`src/rtl/tetris_pkg.sv`:
```
// Shared board defaults, scheduler state/op encodings and a state-class helper
// for the falling-piece move scheduler.
package tetris_pkg;

    localparam int DEF_BOARD_W = 10;
    localparam int DEF_BOARD_H = 20;
    localparam int DEF_SPAWN_X = 4;
    localparam int DEF_SPAWN_Y = 19;
    localparam int DEF_TIMEOUT = 64;

    localparam int POS_W = 5;
    localparam int ID_W  = 3;
    localparam int CNT_W = 7;

    typedef enum logic [2:0] {
        S_EMPTY  = 3'd0,
        S_ACTIVE = 3'd1,
        S_CLR    = 3'd2,
        S_WAIT   = 3'd3,
        S_COMMIT = 3'd4,
        S_LOCK   = 3'd5,
        S_OVER   = 3'd6
    } state_t;

    typedef enum logic [1:0] {
        OP_SPAWN = 2'd0,
        OP_DN    = 2'd1,
        OP_L     = 2'd2,
        OP_R     = 2'd3
    } op_t;

    // Requests are only latched while a piece is live and not landing.
    function automatic logic accepts_requests(input state_t s);
        logic v;
        case (s)
            S_ACTIVE, S_CLR, S_WAIT, S_COMMIT: v = 1'b1;
            default:                           v = 1'b0;
        endcase
        return v;
    endfunction

endpackage

```
`src/rtl/move_req_arbiter.sv`:
```
// Sticky move-request bits with left/right cancellation and a fixed
// down > left > right grant toward the scheduler FSM.
module move_req_arbiter
    import tetris_pkg::*;
(
    input  logic clk,
    input  logic Reset,
    input  logic i_enable,
    input  logic i_flush,
    input  logic i_tick,
    input  logic i_left,
    input  logic i_right,
    input  logic i_consume,
    output logic o_grant_valid,
    output op_t  o_grant
);

    logic r_pend_dn;
    logic r_pend_l;
    logic r_pend_r;
    logic w_clr_dn;
    logic w_clr_l;
    logic w_clr_r;

    // Consuming down clears only down; otherwise both sideways bits are retired,
    // which also covers the opposing left/right cancel.
    always_comb begin
        w_clr_dn = 1'b0;
        w_clr_l  = 1'b0;
        w_clr_r  = 1'b0;
        if (i_consume) begin
            w_clr_dn = r_pend_dn;
            w_clr_l  = ~r_pend_dn & r_pend_l;
            w_clr_r  = ~r_pend_dn & r_pend_r;
        end else begin
            w_clr_dn = 1'b0;
        end
    end

    // Fixed-priority grant; opposing sideways requests produce no grant.
    always_comb begin
        o_grant_valid = 1'b0;
        o_grant       = OP_DN;
        if (r_pend_dn) begin
            o_grant_valid = 1'b1;
            o_grant       = OP_DN;
        end else if (r_pend_l && r_pend_r) begin
            o_grant_valid = 1'b0;
        end else if (r_pend_l) begin
            o_grant_valid = 1'b1;
            o_grant       = OP_L;
        end else if (r_pend_r) begin
            o_grant_valid = 1'b1;
            o_grant       = OP_R;
        end else begin
            o_grant_valid = 1'b0;
        end
    end

    // Pending bits: a same-cycle set overrides a clear.
    always_ff @(posedge clk or negedge Reset) begin
        if (!Reset) begin
            r_pend_dn <= 1'b0;
            r_pend_l  <= 1'b0;
            r_pend_r  <= 1'b0;
        end else if (i_flush) begin
            r_pend_dn <= 1'b0;
            r_pend_l  <= 1'b0;
            r_pend_r  <= 1'b0;
        end else begin
            r_pend_dn <= (r_pend_dn & ~w_clr_dn) | (i_enable & i_tick);
            r_pend_l  <= (r_pend_l  & ~w_clr_l)  | (i_enable & i_left);
            r_pend_r  <= (r_pend_r  & ~w_clr_r)  | (i_enable & i_right);
        end
    end

endmodule

```
`src/rtl/move_scheduler.sv`:
```
// Drives the single collision checker for the active piece: spawns, gravity and
// sideways moves are checked one at a time, then committed, locked or game over.
module move_scheduler
    import tetris_pkg::*;
#(
    parameter int BOARD_W = DEF_BOARD_W,
    parameter int BOARD_H = DEF_BOARD_H,
    parameter int SPAWN_X = DEF_SPAWN_X,
    parameter int SPAWN_Y = DEF_SPAWN_Y,
    parameter int TIMEOUT = DEF_TIMEOUT
) (
    input  logic             clk,
    input  logic             Reset,
    input  logic             spawn,
    input  logic [ID_W-1:0]  spawn_id,
    input  logic             tick,
    input  logic             req_left,
    input  logic             req_right,
    output logic             chk_clr,
    output logic             chk_start,
    output logic [POS_W-1:0] chk_x,
    output logic [POS_W-1:0] chk_y,
    output logic [ID_W-1:0]  chk_id,
    input  logic             place,
    input  logic             noplace,
    output logic [POS_W-1:0] cur_x,
    output logic [POS_W-1:0] cur_y,
    output logic [ID_W-1:0]  cur_id,
    output logic             piece_valid,
    output logic             moved,
    output logic             lock,
    output logic             game_over,
    output logic             chk_timeout
);

    localparam logic [POS_W-1:0] L_X_MAX   = 5'(BOARD_W - 1);
    localparam logic [POS_W-1:0] L_SPAWN_X = 5'(SPAWN_X);
    localparam logic [POS_W-1:0] L_SPAWN_Y = (SPAWN_Y < BOARD_H) ? 5'(SPAWN_Y) : 5'(BOARD_H - 1);
    localparam logic [CNT_W-1:0] L_TMO_END = 7'(TIMEOUT - 1);

    state_t           r_state;
    op_t              r_op;
    logic [POS_W-1:0] r_cand_x;
    logic [POS_W-1:0] r_cand_y;
    logic [ID_W-1:0]  r_cand_id;
    logic [CNT_W-1:0] r_cnt;
    logic [POS_W-1:0] r_cur_x;
    logic [POS_W-1:0] r_cur_y;
    logic [ID_W-1:0]  r_cur_id;
    logic             r_piece_valid;
    logic             r_moved;
    logic             r_lock;
    logic             r_game_over;
    logic             r_chk_timeout;
    logic             r_chk_clr;
    logic             r_chk_start;
    logic [POS_W-1:0] r_chk_x;
    logic [POS_W-1:0] r_chk_y;
    logic [ID_W-1:0]  r_chk_id;

    logic             w_enable;
    logic             w_flush;
    logic             w_consume;
    logic             w_grant_valid;
    op_t              w_grant;

    assign w_enable  = accepts_requests(r_state);
    assign w_flush   = (r_state == S_EMPTY) || (r_state == S_LOCK) || (r_state == S_OVER);
    assign w_consume = (r_state == S_ACTIVE);

    move_req_arbiter u_arb (
        .clk           (clk),
        .Reset         (Reset),
        .i_enable      (w_enable),
        .i_flush       (w_flush),
        .i_tick        (tick),
        .i_left        (req_left),
        .i_right       (req_right),
        .i_consume     (w_consume),
        .o_grant_valid (w_grant_valid),
        .o_grant       (w_grant)
    );

    // Scheduler FSM with candidate, timeout counter and all registered outputs.
    always_ff @(posedge clk or negedge Reset) begin
        if (!Reset) begin
            r_state       <= S_EMPTY;
            r_op          <= OP_SPAWN;
            r_cand_x      <= 5'd0;
            r_cand_y      <= 5'd0;
            r_cand_id     <= 3'd0;
            r_cnt         <= 7'd0;
            r_cur_x       <= 5'd0;
            r_cur_y       <= 5'd0;
            r_cur_id      <= 3'd0;
            r_piece_valid <= 1'b0;
            r_moved       <= 1'b0;
            r_lock        <= 1'b0;
            r_game_over   <= 1'b0;
            r_chk_timeout <= 1'b0;
            r_chk_clr     <= 1'b0;
            r_chk_start   <= 1'b0;
            r_chk_x       <= 5'd0;
            r_chk_y       <= 5'd0;
            r_chk_id      <= 3'd0;
        end else begin
            r_moved   <= 1'b0;
            r_lock    <= 1'b0;
            r_chk_clr <= 1'b0;
            case (r_state)
                S_EMPTY: begin
                    r_piece_valid <= 1'b0;
                    if (spawn) begin
                        r_cand_x  <= L_SPAWN_X;
                        r_cand_y  <= L_SPAWN_Y;
                        r_cand_id <= spawn_id;
                        r_op      <= OP_SPAWN;
                        r_chk_clr <= 1'b1;
                        r_state   <= S_CLR;
                    end
                end
                S_ACTIVE: begin
                    // Wall and floor guards are evaluated before any +/-1 so 5-bit
                    // arithmetic never wraps.
                    if (w_grant_valid) begin
                        r_cand_id <= r_cur_id;
                        r_op      <= w_grant;
                        case (w_grant)
                            OP_DN: begin
                                if (r_cur_y == 5'd0) begin
                                    r_state <= S_LOCK;
                                end else begin
                                    r_cand_x  <= r_cur_x;
                                    r_cand_y  <= r_cur_y - 5'd1;
                                    r_chk_clr <= 1'b1;
                                    r_state   <= S_CLR;
                                end
                            end
                            OP_L: begin
                                if (r_cur_x != 5'd0) begin
                                    r_cand_x  <= r_cur_x - 5'd1;
                                    r_cand_y  <= r_cur_y;
                                    r_chk_clr <= 1'b1;
                                    r_state   <= S_CLR;
                                end
                            end
                            OP_R: begin
                                if (r_cur_x != L_X_MAX) begin
                                    r_cand_x  <= r_cur_x + 5'd1;
                                    r_cand_y  <= r_cur_y;
                                    r_chk_clr <= 1'b1;
                                    r_state   <= S_CLR;
                                end
                            end
                            default: r_state <= S_ACTIVE;
                        endcase
                    end
                end
                S_CLR: begin
                    r_cnt       <= 7'd0;
                    r_chk_start <= 1'b1;
                    r_chk_x     <= r_cand_x;
                    r_chk_y     <= r_cand_y;
                    r_chk_id    <= r_cand_id;
                    r_state     <= S_WAIT;
                end
                S_WAIT: begin
                    if (noplace && !place) begin
                        r_chk_start <= 1'b0;
                        r_chk_x     <= 5'd0;
                        r_chk_y     <= 5'd0;
                        r_chk_id    <= 3'd0;
                        r_state     <= S_COMMIT;
                    end else if (place || (r_cnt == L_TMO_END)) begin
                        // A checker that never answers is treated as blocked.
                        if (!place) begin
                            r_chk_timeout <= 1'b1;
                        end
                        r_chk_start <= 1'b0;
                        r_chk_x     <= 5'd0;
                        r_chk_y     <= 5'd0;
                        r_chk_id    <= 3'd0;
                        case (r_op)
                            OP_SPAWN: begin
                                r_game_over   <= 1'b1;
                                r_piece_valid <= 1'b0;
                                r_state       <= S_OVER;
                            end
                            OP_DN:   r_state <= S_LOCK;
                            default: r_state <= S_ACTIVE;
                        endcase
                    end else begin
                        r_cnt <= r_cnt + 7'd1;
                    end
                end
                S_COMMIT: begin
                    r_cur_x       <= r_cand_x;
                    r_cur_y       <= r_cand_y;
                    r_cur_id      <= r_cand_id;
                    r_piece_valid <= 1'b1;
                    r_moved       <= 1'b1;
                    r_state       <= S_ACTIVE;
                end
                S_LOCK: begin
                    r_lock        <= 1'b1;
                    r_piece_valid <= 1'b0;
                    r_state       <= S_EMPTY;
                end
                S_OVER: begin
                    r_game_over   <= 1'b1;
                    r_piece_valid <= 1'b0;
                    r_state       <= S_OVER;
                end
                default: r_state <= S_EMPTY;
            endcase
        end
    end

    assign chk_clr     = r_chk_clr;
    assign chk_start   = r_chk_start;
    assign chk_x       = r_chk_x;
    assign chk_y       = r_chk_y;
    assign chk_id      = r_chk_id;
    assign cur_x       = r_cur_x;
    assign cur_y       = r_cur_y;
    assign cur_id      = r_cur_id;
    assign piece_valid = r_piece_valid;
    assign moved       = r_moved;
    assign lock        = r_lock;
    assign game_over   = r_game_over;
    assign chk_timeout = r_chk_timeout;

endmodule

```
`config.mk`:
```
export PLATFORM = sky130hd
export DESIGN_NAME = move_scheduler
export DESIGN_NICKNAME = d
export VERILOG_FILES = /design/src/rtl/tetris_pkg.sv /design/src/rtl/move_req_arbiter.sv /design/src/rtl/move_scheduler.sv
export SDC_FILE = /design/constraint.sdc
export NUM_CORES = 1
export LEC_CHECK = 0
export CORE_MARGIN = 10
export CORE_UTILIZATION = 45
export DETAILED_ROUTE_END_ITERATION = 16
export PLACE_DENSITY = 0.68
export SLEW_MARGIN = 5
export SYNTH_ARGS = -nofsm -noshare
export SYNTH_HDL_FRONTEND = slang
export SYNTH_SLANG_ARGS = --single-unit
```
`constraint.sdc`:
```
create_clock -name clk -period 4.1 [get_ports clk]
set_input_delay 0.82 -clock clk [delete_from_list [all_inputs] [get_ports clk]]
set_output_delay 0.82 -clock clk [all_outputs]
set_load 0.01 [all_outputs]
```
Yosys cells after proc, flatten, opt, wreduce, memory -nomap -nowiden
Cells that the tools add are included.
Widths: inputs -> output; s select.
{"block": "totals", "register_bits": 61, "ram_bits": 0, "latchBits": 0, "n_memories": 0, "romBits": 0}
{"block": "classes", "reduce_logical": 24, "bitwise": 17, "order_cmp": 0, "mux": 75, "n_eq_ne": 23, "addsub": 4, "div": 0, "multipliers": 0, "shifts": 0}
{"op": "$mux 5", "count": 12}
{"op": "$pmux 5 s2", "count": 4}
{"op": "$mux 3", "count": 11}
{"op": "$pmux 5 s3", "count": 2}
{"op": "$mux 1", "count": 26}
{"op": "$pmux 3 s2", "count": 3}
{"op": "$pmux 3 s6", "count": 1}
{"op": "$mux 7", "count": 2}
{"op": "$pmux 7 s2", "count": 1}
{"op": "$mux 2", "count": 6}
{"op": "$ne 2x2->1 const B", "count": 6}
{"op": "$ne 3x3->1 const B", "count": 4}
{"op": "$reduce_and 4->1", "count": 3}
{"op": "$sub 5x1->5 const B", "count": 2}
{"op": "$eq 3x3->1 const B", "count": 3}
{"op": "$pmux 3 s3", "count": 1}
{"op": "$and 1x1->1", "count": 8}
{"op": "$add 7x1->7 const B", "count": 1}
{"op": "$eq 7x6->1 const B", "count": 1}
{"op": "$reduce_and 7->1", "count": 1}
{"op": "$eq 3x2->1 const B", "count": 2}
{"op": "$not 1->1", "count": 6}
{"op": "$pmux 1 s2", "count": 3}
{"op": "$pmux 1 s3", "count": 2}
{"op": "other kinds (22)", "count": 32}

Logic depth before layout (Yosys ltp)
{"block": "depth", "ltp_word": 8, "depth_mapped": 9, "mapped_depth_nobuf": 9}

By module
From an unflattened synthesis, not the netlist that was laid out.
{"block": "hier_totals", "hier_cells": 306, "hier_area_um2": 3149.3}
{"mod": "move_scheduler", "area_each_um2": 2981.6, "seq_area_each_um2": 1451.4, "n_inst": 1, "cells_each": 289}
{"mod": "move_req_arbiter", "area_each_um2": 167.7, "seq_area_each_um2": 75.1, "n_inst": 1, "cells_each": 17}

Least setup slack after synthesis
Ideal clock, no wire load.
{"block": "synth_timing", "kind": "flip-flop to flip-flop", "from": "reg u_arb.r_pend_r", "to": "reg r_cand_x[4]", "path_stages_with_launch": 10, "arrival_ns": 2.439, "slack_ns": 1.579, "cell_sequence": "dfrtp_1 -> inv_1 -> ha_1 -> nor2_1 -> nand2_1 -> fa_1 -> nand3_1 -> a21oi_1 -> or4_1 -> a31oi_1"}
{"block": "synth_via", "elab_chain_len": 8, "word_cells_on_any_way": 21, "classes_between": "8 x eq/ne; 11 x mux; 2 x reduce/logical"}
{"item": "start: declaration", "line_no": "move_req_arbiter.sv:20", "text": "logic r_pend_r;"}
{"item": "start signal: assignment", "line_no": "move_req_arbiter.sv:73", "text": "r_pend_r <= (r_pend_r & ~w_clr_r) | (i_enable & i_right);"}
{"item": "$mux 2", "line_no": "move_req_arbiter.sv:52", "text": "end else if (r_pend_r) begin"}
{"item": "$mux 2", "line_no": "move_req_arbiter.sv:49", "text": "end else if (r_pend_l) begin"}
{"item": "$mux 2", "line_no": "move_req_arbiter.sv:47", "text": "end else if (r_pend_l && r_pend_r) begin"}
{"item": "$mux 2", "line_no": "move_req_arbiter.sv:44", "text": "if (r_pend_dn) begin"}
{"item": "$eq 2x2->1 / $eq 2x1->1 (equally long branches)", "line_no": "move_scheduler.sv:128", "text": "case (w_grant)"}
{"item": "$pmux 5 s3", "line_no": "move_scheduler.sv:128"}
{"item": "$mux 5", "line_no": "move_scheduler.sv:125", "text": "if (w_grant_valid) begin"}
{"item": "$pmux 5 s2", "line_no": "move_scheduler.sv:110", "text": "case (r_state)"}
{"item": "end signal: assignment", "line_no": "move_scheduler.sv:133", "text": "r_cand_x <= r_cur_x;"}
{"item": "end signal: assignment", "line_no": "move_scheduler.sv:141", "text": "r_cand_x <= r_cur_x - 5'd1;"}
{"item": "end signal: assignment", "line_no": "move_scheduler.sv:149", "text": "r_cand_x <= r_cur_x + 5'd1;"}
{"item": "end: declaration", "line_no": "move_scheduler.sv:43", "text": "logic [POS_W-1:0] r_cand_x;"}
Parallel ways exist; a longest one is shown, timed or not. The select of a mux whose other input is x is not followed.
A chain may end at the register's enable or synchronous reset.

Final worst setup path
{"block": "layout_timing", "from": "in noplace", "to": "reg r_chk_id[1] (netlist: chk_id[1])"}
{"block": "layout_via", "elab_chain_len": 3, "word_cells_on_any_way": 5, "classes_between": "1 x eq/ne; 2 x mux; 2 x reduce/logical"}
{"item": "start: declaration", "line_no": "move_scheduler.sv:25", "text": "input logic noplace,"}
{"item": "$logic_and 1x1->1 (*)", "line_no": "move_scheduler.sv:168", "text": "if (noplace && !place) begin"}
{"item": "$mux 3 / $ne 3x3->1 (equally long branches)"}
{"item": "$pmux 3 s2 / $reduce_and 2->1 (equally long branches)"}
{"item": "end signal: assignment", "line_no": "move_scheduler.sv:164", "text": "r_chk_id <= r_cand_id;"}
{"item": "end: declaration", "line_no": "move_scheduler.sv:59", "text": "logic [ID_W-1:0] r_chk_id;"}
Every way passes the cells marked *; elsewhere a longest branch is shown, timed or not.

==> report_table.html <==
<table>
<tr><th>Metric</th><th>Value</th></tr>
<tr><th colspan="2">Run status</th></tr>
<tr><td>Outcome</td><td>completed</td></tr>
<tr><th colspan="2">Clock tree</th></tr>
<tr><td>Post CTS Setup Buffer Count</td><td>0</td></tr>
<tr><td>CTS max path bufs</td><td>2</td></tr>
<tr><td>Clock insertion delay at the later pin of the skew report</td><td>0.34 ns</td></tr>
<tr><td>Hold bufs inserted after CTS</td><td>0</td></tr>
<tr><td>Number of buffers added by the clock tree synthesis step</td><td>9</td></tr>
<tr><td>TritonCTS clock tree</td><td>done</td></tr>
<tr><td>Clk pin slew, worst setup/hold paths</td><td>0.07 ns</td></tr>
<tr><td>H-tree depth</td><td>3</td></tr>
<tr><td>Sink Count</td><td>61</td></tr>
<tr><td>Master cell of the clock root buffer</td><td>sky130_fd_sc_hd__clkbuf_8</td></tr>
<tr><td>PostCTS Resize Cnt</td><td>0</td></tr>
<tr><th colspan="2">Synth</th></tr>
<tr><td>Area share of the largest cell type after synthesis</td><td>0.491</td></tr>
<tr><td>Number of flops mapped to enable cells by yosys</td><td>0</td></tr>
<tr><td>Library cell occupying the most area in the post-synthesis netlist</td><td>sky130_fd_sc_hd__dfrtp_1</td></tr>
<tr><td>Top FF cell, synth</td><td>sky130_fd_sc_hd__dfrtp_1</td></tr>
<tr><td>List of most frequent post-synthesis cells</td><td>61 x sky130_fd_sc_hd__dfrtp_1, 27 x sky130_fd_sc_hd__nand2_1, 17 x sky130_fd_sc_hd__a21oi_1</td></tr>
<tr><td>Fraction of the yosys area taken by sequential cells</td><td>0.491</td></tr>
<tr><td>Nets in the synthesized netlist</td><td>314</td></tr>
<tr><td>Mapped Cells</td><td>295</td></tr>
<tr><td>Summed instance area of the synthesized netlist</td><td>3110 um^2</td></tr>
<tr><td>Cell with the most instances after synthesis</td><td>sky130_fd_sc_hd__dfrtp_1</td></tr>
<tr><td>Yosys warnings</td><td>0</td></tr>
<tr><td>Netlist cell types</td><td>56</td></tr>
<tr><td>Average cell area after synthesis</td><td>10.5 um^2</td></tr>
<tr><td>Area contributors post-synth</td><td>sky130_fd_sc_hd__dfrtp_1 49%, sky130_fd_sc_hd__mux2i_1 4.5%, sky130_fd_sc_hd__mux2_2 4.0%</td></tr>
<tr><td>FF+latch count, synth</td><td>61</td></tr>
<tr><td>Async SR Flop Fraction</td><td>1.00</td></tr>
<tr><th colspan="2">Critical path</th></tr>
<tr><td>Arrival time worst endpoint</td><td>2.91 ns</td></tr>
<tr><td>Worst endpoint required time</td><td>4.38 ns</td></tr>
<tr><td>Slowest cell delay on critical path</td><td>0.82 ns</td></tr>
<tr><td>Biggest fanout along the worst timing path</td><td>14</td></tr>
<tr><td>Critical path class</td><td>in2reg</td></tr>
<tr><td>Critical path's most frequent cell</td><td>sky130_fd_sc_hd__o21ai_1</td></tr>
<tr><td>Total buffers and inverters traversed by the critical path</td><td>1</td></tr>
<tr><td>Sort of element at the start of the critical path</td><td>input port</td></tr>
<tr><td>Worst path slowest cell</td><td>sky130_fd_sc_hd__o21ai_1</td></tr>
<tr><td>CP Cell Sequence</td><td>clkdlybuf4s50_1 -&gt; nor2_1 -&gt; o21ai_1 -&gt; o21ai_1 -&gt; a22o_1</td></tr>
<tr><td>Kind of cell adding the most delay to the critical path</td><td>compound AO/OA/AOI/OAI gates</td></tr>
<tr><td>Setup crit end kind</td><td>register</td></tr>
<tr><th colspan="2">STA</th></tr>
<tr><td>Headroom to the max-slew limit</td><td>0.319</td></tr>
<tr><td>Final number of hold-violating endpoints</td><td>0</td></tr>
<tr><td>Post-route clock period utilization</td><td>0.641</td></tr>
<tr><td>Total count of max-transition violations in the final report</td><td>0</td></tr>
<tr><td>Summed negative setup slack over all endpoints</td><td>0 ns</td></tr>
<tr><td>Final hold slack</td><td>0.471 ns</td></tr>
<tr><td>Achievable clock frequency</td><td>380 MHz</td></tr>
<tr><td>Worst Skew</td><td>0.00606 ns</td></tr>
<tr><td>Unrepaired setup endpoints after global routing</td><td>no</td></tr>
<tr><td>Actual slew at the worst max-slew pin</td><td>1.02 ns</td></tr>
<tr><td>Setup Viol. Count Final</td><td>0</td></tr>
<tr><td>Min Clock Period, post-route</td><td>2.63 ns</td></tr>
<tr><th colspan="2">GRT</th></tr>
<tr><td>Global-route wire length before repair</td><td>12.2 mm</td></tr>
<tr><td>Number of global-route vias before repair</td><td>2378</td></tr>
<tr><td>Largest net degree at the start of global routing</td><td>40</td></tr>
<tr><td>GRT overflow</td><td>0</td></tr>
<tr><td>Initial antenna violation count</td><td>0</td></tr>
<tr><td>Overall global routing resource usage</td><td>0.145</td></tr>
<tr><th colspan="2">Final layout</th></tr>
<tr><td>Multi-input gate area in the final layout</td><td>1480 um^2</td></tr>
<tr><td>Antenna diodes</td><td>0</td></tr>
<tr><td>Layout cell share with drive strength beyond 1</td><td>0.111</td></tr>
<tr><td>Layout-stage area growth over the synthesis result</td><td>23.4%</td></tr>
<tr><td>Final #Nets</td><td>357</td></tr>
<tr><td>Fill cells</td><td>567</td></tr>
<tr><td>Sequential Area</td><td>1530 um^2</td></tr>
<tr><th colspan="2">Placement</th></tr>
<tr><td>Routability-driven placement congestion ratio</td><td>0.834</td></tr>
<tr><td>Number of input and output port buffers inserted</td><td>43</td></tr>
<tr><td>Detailed placement HPWL</td><td>5.09 mm</td></tr>
<tr><th colspan="2">Routing</th></tr>
<tr><td>Detailed-route wire length per cell</td><td>17.2 um</td></tr>
<tr><td>Post-route antenna net violation count</td><td>0</td></tr>
<tr><td>DRC viols</td><td>0</td></tr>
<tr><td>Total Routed Length</td><td>7.29 mm</td></tr>
<tr><td>Via density per instance</td><td>5.78</td></tr>
<tr><td>Number of vias in the routed layout</td><td>2444</td></tr>
<tr><td>DRT Pass-1 Iters</td><td>4</td></tr>
<tr><td>Number of DRC violations after detailed-routing iteration 0</td><td>136</td></tr>
<tr><th colspan="2">Floorplanning</th></tr>
<tr><td>Die area</td><td>10600 um^2</td></tr>
<tr><td>Initial core utilization</td><td>0.460</td></tr>
<tr><td>Number of rows created at floorplan</td><td>30</td></tr>
<tr><td>Die extent in x</td><td>103 um</td></tr>
<tr><td>Die Height</td><td>103 um</td></tr>
<tr><td>Core area</td><td>6760 um^2</td></tr>
<tr><td>Count of boundary I/O pins</td><td>44</td></tr>
<tr><th colspan="2">Pwr</th></tr>
<tr><td>Leakage power figure</td><td>1.63 nW</td></tr>
<tr><td>Cell Pwr Density</td><td>849 nW/um^2</td></tr>
<tr><td>Maximum vdd drop</td><td>0.000394 V</td></tr>
<tr><th colspan="2">Run</th></tr>
<tr><td>Count of max-cap constraint violations</td><td>0</td></tr>
<tr><th colspan="2">Hold path</th></tr>
<tr><td>Type of the worst min-delay path</td><td>reg2reg</td></tr>
</table>
flip-flops by register name, summed over array words and instances (netlist names), 2 cells and up:
name	cells
r_cnt	7
chk_x	5
chk_y	5
cur_x	5
cur_y	5
r_cand_x	5
r_cand_y	5
chk_id	3
cur_id	3
r_cand_id	3
r_state	3
r_op	2
metal layers:
metal | share of wire | vias up | track usage | wire (um)
met2 | 0.46 | 68 | 0.215 | 3320
met3 | 0.059 | 11 | 0.0328 | 430
li1 | - | 1180 | - | -
met1 | 0.47 | 1185 | 0.198 | 3460
met5 | 0 | - | 0 | 0
met4 | 0.011 | 0 | 0.0620 | 83
power by group:
part | switching, mW | leakage [nW] | internal (mW)
Clock | 0.257 | 0.116 | 0.407
Sequential | 0.288 | 0.776 | 0.830
Combinational | 0.724 | 0.740 | 0.752
Total | 1.27 | 1.63 | 1.99
cell usage in the layout, fill, tap and decap left out, types with 6 or more instances in the layout:
cell type | synthesis | final
sky130_fd_sc_hd__a21o_1 | 6 | 6
sky130_fd_sc_hd__clkbuf_8 | 0 | 9
sky130_fd_sc_hd__nor2b_1 | 6 | 6
sky130_fd_sc_hd__a22o_1 | 13 | 13
sky130_fd_sc_hd__o21ai_0 | 16 | 16
sky130_fd_sc_hd__inv_1 | 9 | 9
sky130_fd_sc_hd__a21oi_1 | 17 | 17
sky130_fd_sc_hd__mux2_2 | 11 | 11
sky130_fd_sc_hd__nand2_1 | 27 | 27
sky130_fd_sc_hd__dfrtp_1 | 61 | 61
sky130_fd_sc_hd__ha_1 | 7 | 7
sky130_fd_sc_hd__nand2b_1 | 6 | 6
sky130_fd_sc_hd__nor2_1 | 12 | 12
sky130_fd_sc_hd__mux2i_1 | 14 | 14
sky130_fd_sc_hd__clkdlybuf4s50_1 | 0 | 42
final timing paths:
path                                start      endpoint  slack, ns  cells past startpoint
max                               noplace     chk_id[1]       1.47                      5
min                           chk_timeout   chk_timeout       0.47                      1
max reg2reg                u_arb.r_pend_r   r_cand_x[4]       1.54                     10
min reg2reg                   chk_timeout   chk_timeout       0.47                      1
max in group asynchronous           Reset  r_cand_id[0]       2.68                      2
min in group asynchronous           Reset         moved       0.60                      1
through the flow:
stage / setup WS [ns] / power, mW / cells / util / instance area (um^2)
after detailed placement: 1.14 / 2.60 / 407 / 0.531 / 3590
after floorplan: 1.58 / 2.07 / 295 / - / 3110
after CTS: 1.51 / 3.28 / 423 / 0.568 / 3830
final: 1.47 / 3.26 / 423 / 0.568 / 3830
after global routing: 1.29 / 3.51 / 423 / 0.568 / 3830
after global placement: 1.22 / 2.57 / 407 / 0.531 / 3590
area by class of cell:
class | count | share of cell area
Clock buffer | 9 | 0.0323
Clock inverter | 7 | 0.0320
Inverter | 10 | 0.00979
Multi-Input combinational cell | 210 | 0.385
Sequential cell | 61 | 0.398
Tap cell | 80 | 0.0261
Timing Repair Buffer | 46 | 0.117
kinds of logic after synthesis:
logic type,count (synthesis),synth area share
AOI/OAI and AO/OA,84,0.183
xor gates and xnor gates,6,0.0169
and+or+nand+nor,87,0.155
DFF,61,0.491
adders and majority gates,8,0.0346
buffers and inverters,24,0.0334
muxes,25,0.0850
Power figures use the tool's default switching activity.
==> RTL change 1: new RTL, same flow settings <==
The package constant `DEF_TIMEOUT` goes from 64 to 32.
--- a/src/rtl/tetris_pkg.sv
+++ b/src/rtl/tetris_pkg.sv
@@ -6,7 +6,7 @@
     localparam int DEF_BOARD_H = 20;
     localparam int DEF_SPAWN_X = 4;
     localparam int DEF_SPAWN_Y = 19;
-    localparam int DEF_TIMEOUT = 64;
+    localparam int DEF_TIMEOUT = 32;
 
     localparam int POS_W = 5;
     localparam int ID_W  = 3;
Formal check against the unedited RTL: same outputs for any inputs over 10 cycles, from zero or initial values and one cycle with Reset low; that may be too few to reach the edited logic, so the function may still have changed.
==> RTL change 1 against the unedited design <==
  * Routed wire length grew 0.80%
  * Global-route usage shrank 0.11 points
  * Register-to-register slack lost 0.28 ns
  * Total power shrank 4.5%
  * Die area shrank 0.65%
  * Setup slack lost 0.21 ns
  * Sequential share of layout area grew 0.53 points
  * Design area shrank 1.3%
  * Critical path depth grew 4
  * Area after synthesis shrank 0.81%
  * Sequential cell count is the same
  * Critical endpoint is now r_cand_x[4]
==> RTL change 1: results (changes against the unedited design) <==
Global route
  – GRT Overall Usage: 14.4% (-0.11 points)
  – Vias in the first global route: 2320 (-2.4%)

Yosys
  – Netlist cell types: 53 (-5.4%)
  – Mapped Cells: 289 (-2.0%)
  – Area contributors post-synth: dfrtp_1 50%, mux2i_1 4.5%, mux2_2 4.4%
  – Synth cell count leaders: 61 x dfrtp_1, 19 x nor2_1, 18 x nand2_1
  – Post-Synth XOR/XNOR Area: 2.56% (+0.87 points)
  – Register area share after synthesis: 49.5% (+0.40 points)
  – Post-Synth Adder-Cell Area: 3.49% (+0.028 points)
  – Compound-Gate Fraction of Synth Area: 16.7% (-1.6 points)

Power
  – Cell Int Power: 1.88 mW (-5.5%)
  – Peak VDD IR: 0.413 mV (+5.1%)
  – Gate power share: 46.7% (+1.4 points)
  – Switching power: 1.23 mW (-3.0%)
  – Leak: 1.60 nW (-1.8%)
  – Clock power frac: 18.1% (-2.3 points)

Critical path
  – Delay-heaviest family, CP: simple AND/OR/NAND/NOR gates
  – Kind of critical path: flop to flop
  – CP max-delay cell: nor2_1
  – R2R depth: 9 (-1)
  – Critical Path Start: u_arb.r_pend_r
  – Worst-path maximum fanout: 7 (-7)
  – CP arrival: 3.11 ns (+0.20 ns)

Cells and area
  – Sequential cell area share: 40.3% (+0.53 points)
  – Non-CTS inverters: 9 (-1)
  – # clk buffers: 13 (+4)
  – Signal buffers share of area: 11.8% (+0.15 points)
  – Fill cells: 584 (+3.0%)
  – Multi-input gates: 205 (-2.4%)
  – Layout cell share with drive strength beyond 1: 11.6% (+0.49 points)
  – Clk cell area share: 5.59% (-0.84 points)
  – Seq Cell Count: 61 (unchanged)

Placed design
  – Placed Cells: 401 (-1.5%)
  – Cell Area, Placed: 0.00357 mm^2 (-0.42%)
  – Hpwl dp: 5050 um (-0.77%)

Timing
  – Tcrit/Tclk final: 69.3% (+5.2 points)
  – Final Skew: 0.00677 ns (+0.000707 ns)
  – Slew Limit Headroom: 41.0% (+9.1 points)
  – Final hold slack: 0.479 ns (+0.00821 ns)

Min path
  – Hold path endpoint: chk_start
  – Hold path start: chk_start

Outcome
  – Outcome: finished clean

Detailed routing
  – WL final: 7350 um (+0.80%)
## RTL change 1: changes by cell type in the layout (fill, tap and decap cells not counted), sizes merged, moves of 3 or more
cell,change
nor3,+4
a21o,-3
clkbuf,+4
a211oi,+3
nand2b,-3
o211ai,-5
nor2,+7
or3,+3
o21ai,-3
nand2,-9
## RTL change 1: per-layer routing
metal	GRT usage, %	share of wire (%)	vias up
met4	6.84	1.9	0
met1	18.6	45	1199
met5	0	0	-
met2	22.1	47	53
met3	3.62	5.6	9
li1	-	-	1152
## RTL change 1: kinds of logic (layout without fill, tap and decap cells)
| logic type | count (synthesis) | in the layout |
|---|---|---|
| adders and majority gates | 8 | 8 |
| xor gates and xnor gates | 9 | 9 |
| muxes | 26 | 26 |
| buffers and inverters | 23 | 71 |
| DFF | 61 | 61 |
| and+or+nand+nor | 87 | 87 |
| AOI/OAI and AO/OA | 75 | 75 |
==> RTL change 2: new RTL, config.mk and constraints unchanged <==
Made on the original files. Register the output `cur_y` once more, cleared by the reset; this adds one clock of latency there. The other outputs are not delayed to match.
--- a/src/rtl/move_scheduler.sv
+++ b/src/rtl/move_scheduler.sv
@@ -222,7 +222,13 @@
     assign chk_y       = r_chk_y;
     assign chk_id      = r_chk_id;
     assign cur_x       = r_cur_x;
-    assign cur_y       = r_cur_y;
+    always_ff @(posedge clk or negedge Reset) begin
+        if (!Reset) begin
+            cur_y <= '0;
+        end else begin
+            cur_y <= r_cur_y;
+        end
+    end
     assign cur_id      = r_cur_id;
     assign piece_valid = r_piece_valid;
     assign moved       = r_moved;
Behaviour: not the same (a bounded check fails within 10 cycles, from zero or initial values and one cycle with Reset low).
==> RTL change 2 against the unedited design <==
  * Area after synthesis grew 6.2%
  * Sequential cell count is 5 higher
  * Die area rose by 5.0%
  * Count of clock-buffer cells in the layout increased by 1
  * Sequential power rose by 6%
  * Sequential share of layout area rose by 1.6 points
  * Setup slack worse by 0.28 ns
  * Critical path depth increased by 4
  * Total power shrank 0.33%
  * Routed wire length up 5.0%
  * Design area grew 4.0%
  * Largest cell class unchanged
  * Highest routed layer unchanged
==> RTL change 2: results (changes against the unedited design) <==
Placed design
  – Placement Setup Slack: 1.22 ns (+0.0815 ns)
  – Gpl congestion: 0.846 (+1.5%)
  – Hpwl dp: 5270 um (+3.4%)
  – Placed Cells: 429 (+5.4%)
  – Cell Area, Placed: 0.00378 mm^2 (+5.5%)

Timing
  – Final Skew: 0.00713 ns (+0.00106 ns)
  – Tcrit/Tclk final: 70.9% (+6.8 points)
  – Measured slew at the worst slew-check pin: 0.962 ns (-0.0565 ns)

Yosys
  – Post-synthesis area per instance: 11.0 um^2 (+4.5%)
  – Syn_nets: 319 (+1.6%)
  – Register area share after synthesis: 50.0% (+0.90 points)
  – Area contributors post-synth: dfrtp_1 50%, mux2i_1 3.9%, mux2_2 3.8%
  – Synth cell count leaders: 66 x dfrtp_1, 20 x nand2_1, 18 x o21ai_0
  – Netlist cell types: 64 (+14%)

Clock network
  – H-tree depth: 3 (unchanged)
  – Max Buffers Root-to-Sink: 2 (unchanged)
  – Setup bufs post-CTS: 0 (unchanged)
  – Post-CTS sizing: 0 (unchanged)
  – Clk_lat worst skew: 0.35 ns
  – Worst-path clk slew: 0.07 ns (about the same)

Global route
  – Grt ovf: 0 (unchanged)
  – Vias in the first global route: 2599 (+9.3%)
  – Global-route wire length before repair: 13100 um (+7.9%)
  – GRT Overall Usage: 14.3% (-0.15 points)
  – Initial antenna violation count: 0 (unchanged)
  – Largest net degree at the start of global routing: 45 (+13%)

Cells and area
  – Max FFs per register: 7 (unchanged)
  – Post-layout net count: 360 (+0.84%)
  – Layout cell share with drive strength beyond 1: 15.0% (+4.0 points)
  – Biggest register: r_cnt
  – Fill cells: 626 (+10%)

Detailed routing
  – Routed len/inst: 17.2 um (-0.15%)
  – DR pass1 iterations: 4 (unchanged)
  – Post-route DRC violation count: 0 (unchanged)
  – Avg Vias per Cell: 5.59 (-3.3%)
  – Via count: 2487 (+1.8%)
  – Iteration-0 DRC Markers: 151 (+11%)

Critical path
  – Worst Setup EP: r_cand_x[4]
  – R2R depth: 9 (-1)
  – Worst-path maximum fanout: 9 (-5)
  – CP arrival: 3.18 ns (+0.27 ns)
  – Critical Path Start: u_arb.r_pend_r

Power
  – Leak: 1.67 nW (+2.4%)
  – Sw frac: 40.1% (+1.1 points)
  – Peak VDD IR: 0.322 mV (-18%)

Outcome
  – Outcome: finished clean
-- RTL change 2: cells by family after synthesis --
logic type / Yosys count / synth area share (%)
AO/OA/AOI/OAI: 84 / 18.4
adder cells (fa/ha/maj): 8 / 3.26
AND/OR/NAND/NOR: 83 / 14.2
flip-flops: 66 / 50.0
multiplexers: 25 / 8.38
buffers and inverters: 28 / 4.17
XOR/XNOR: 6 / 1.59
-- RTL change 2: worst min path at each step --
stage	from	end	slack, ns	depth (start not counted)
global route	r_cur_y[0]	cur_y[0]	0.44	0
global placement	r_cur_y[0]	cur_y[0]	0.42	0
detailed placement	r_cur_y[0]	cur_y[0]	0.41	0
finish	r_cur_y[0]	cur_y[0]	0.43	0
floorplan	r_cur_y[0]	cur_y[0]	0.37	0
CTS	r_cur_y[0]	cur_y[0]	0.43	0
-- RTL change 2: layout make-up --
class	count	area, um^2	share of cell area, %
sequential	66	1650	41.4
multi-input combinational	206	1520	38.0
timing repair buffer	46	448	11.2
clock buffer	10	138	3.45
tap	99	124	3.11
clock inverter	6	65.1	1.63
inverter	12	45.0	1.13
-- RTL change 2: routing by layer --
layer / global-route usage [%] / wire (um) / up-vias
li1: - / - / 1188
met3: 3.59 / 491 / 14
met2: 21.3 / 3520 / 64
met4: 8.12 / 193 / 0
met5: 0 / 0 / -
met1: 18.6 / 3450 / 1221
-- RTL change 2: power groups by stage --
| stage | sequential, mW | clock, mW | combinational (mW) |
|---|---|---|---|
| 3_5_place_dp | 1.19 | 0 | 1.50 |
| 6_report | 1.19 | 0.557 | 1.50 |
| 5_1_grt | 1.23 | 0.600 | 1.67 |
| 2_1_floorplan | 1.11 | 0 | 1.04 |
| 3_3_place_gp | 1.19 | 0 | 1.47 |
| 4_1_cts | 1.18 | 0.571 | 1.52 |
-- RTL change 2: worst max-delay path, stage by stage, from the launching register on --
cell and delay, ns:
dfrtp_1 0.36, inv_1 0.05, ha_1 0.40, nor2_1 0.47
nand2_1 0.24, ha_1 0.43, nand3_1 0.13, and3_1 0.20
or4_1 0.39, a31oi_1 0.16
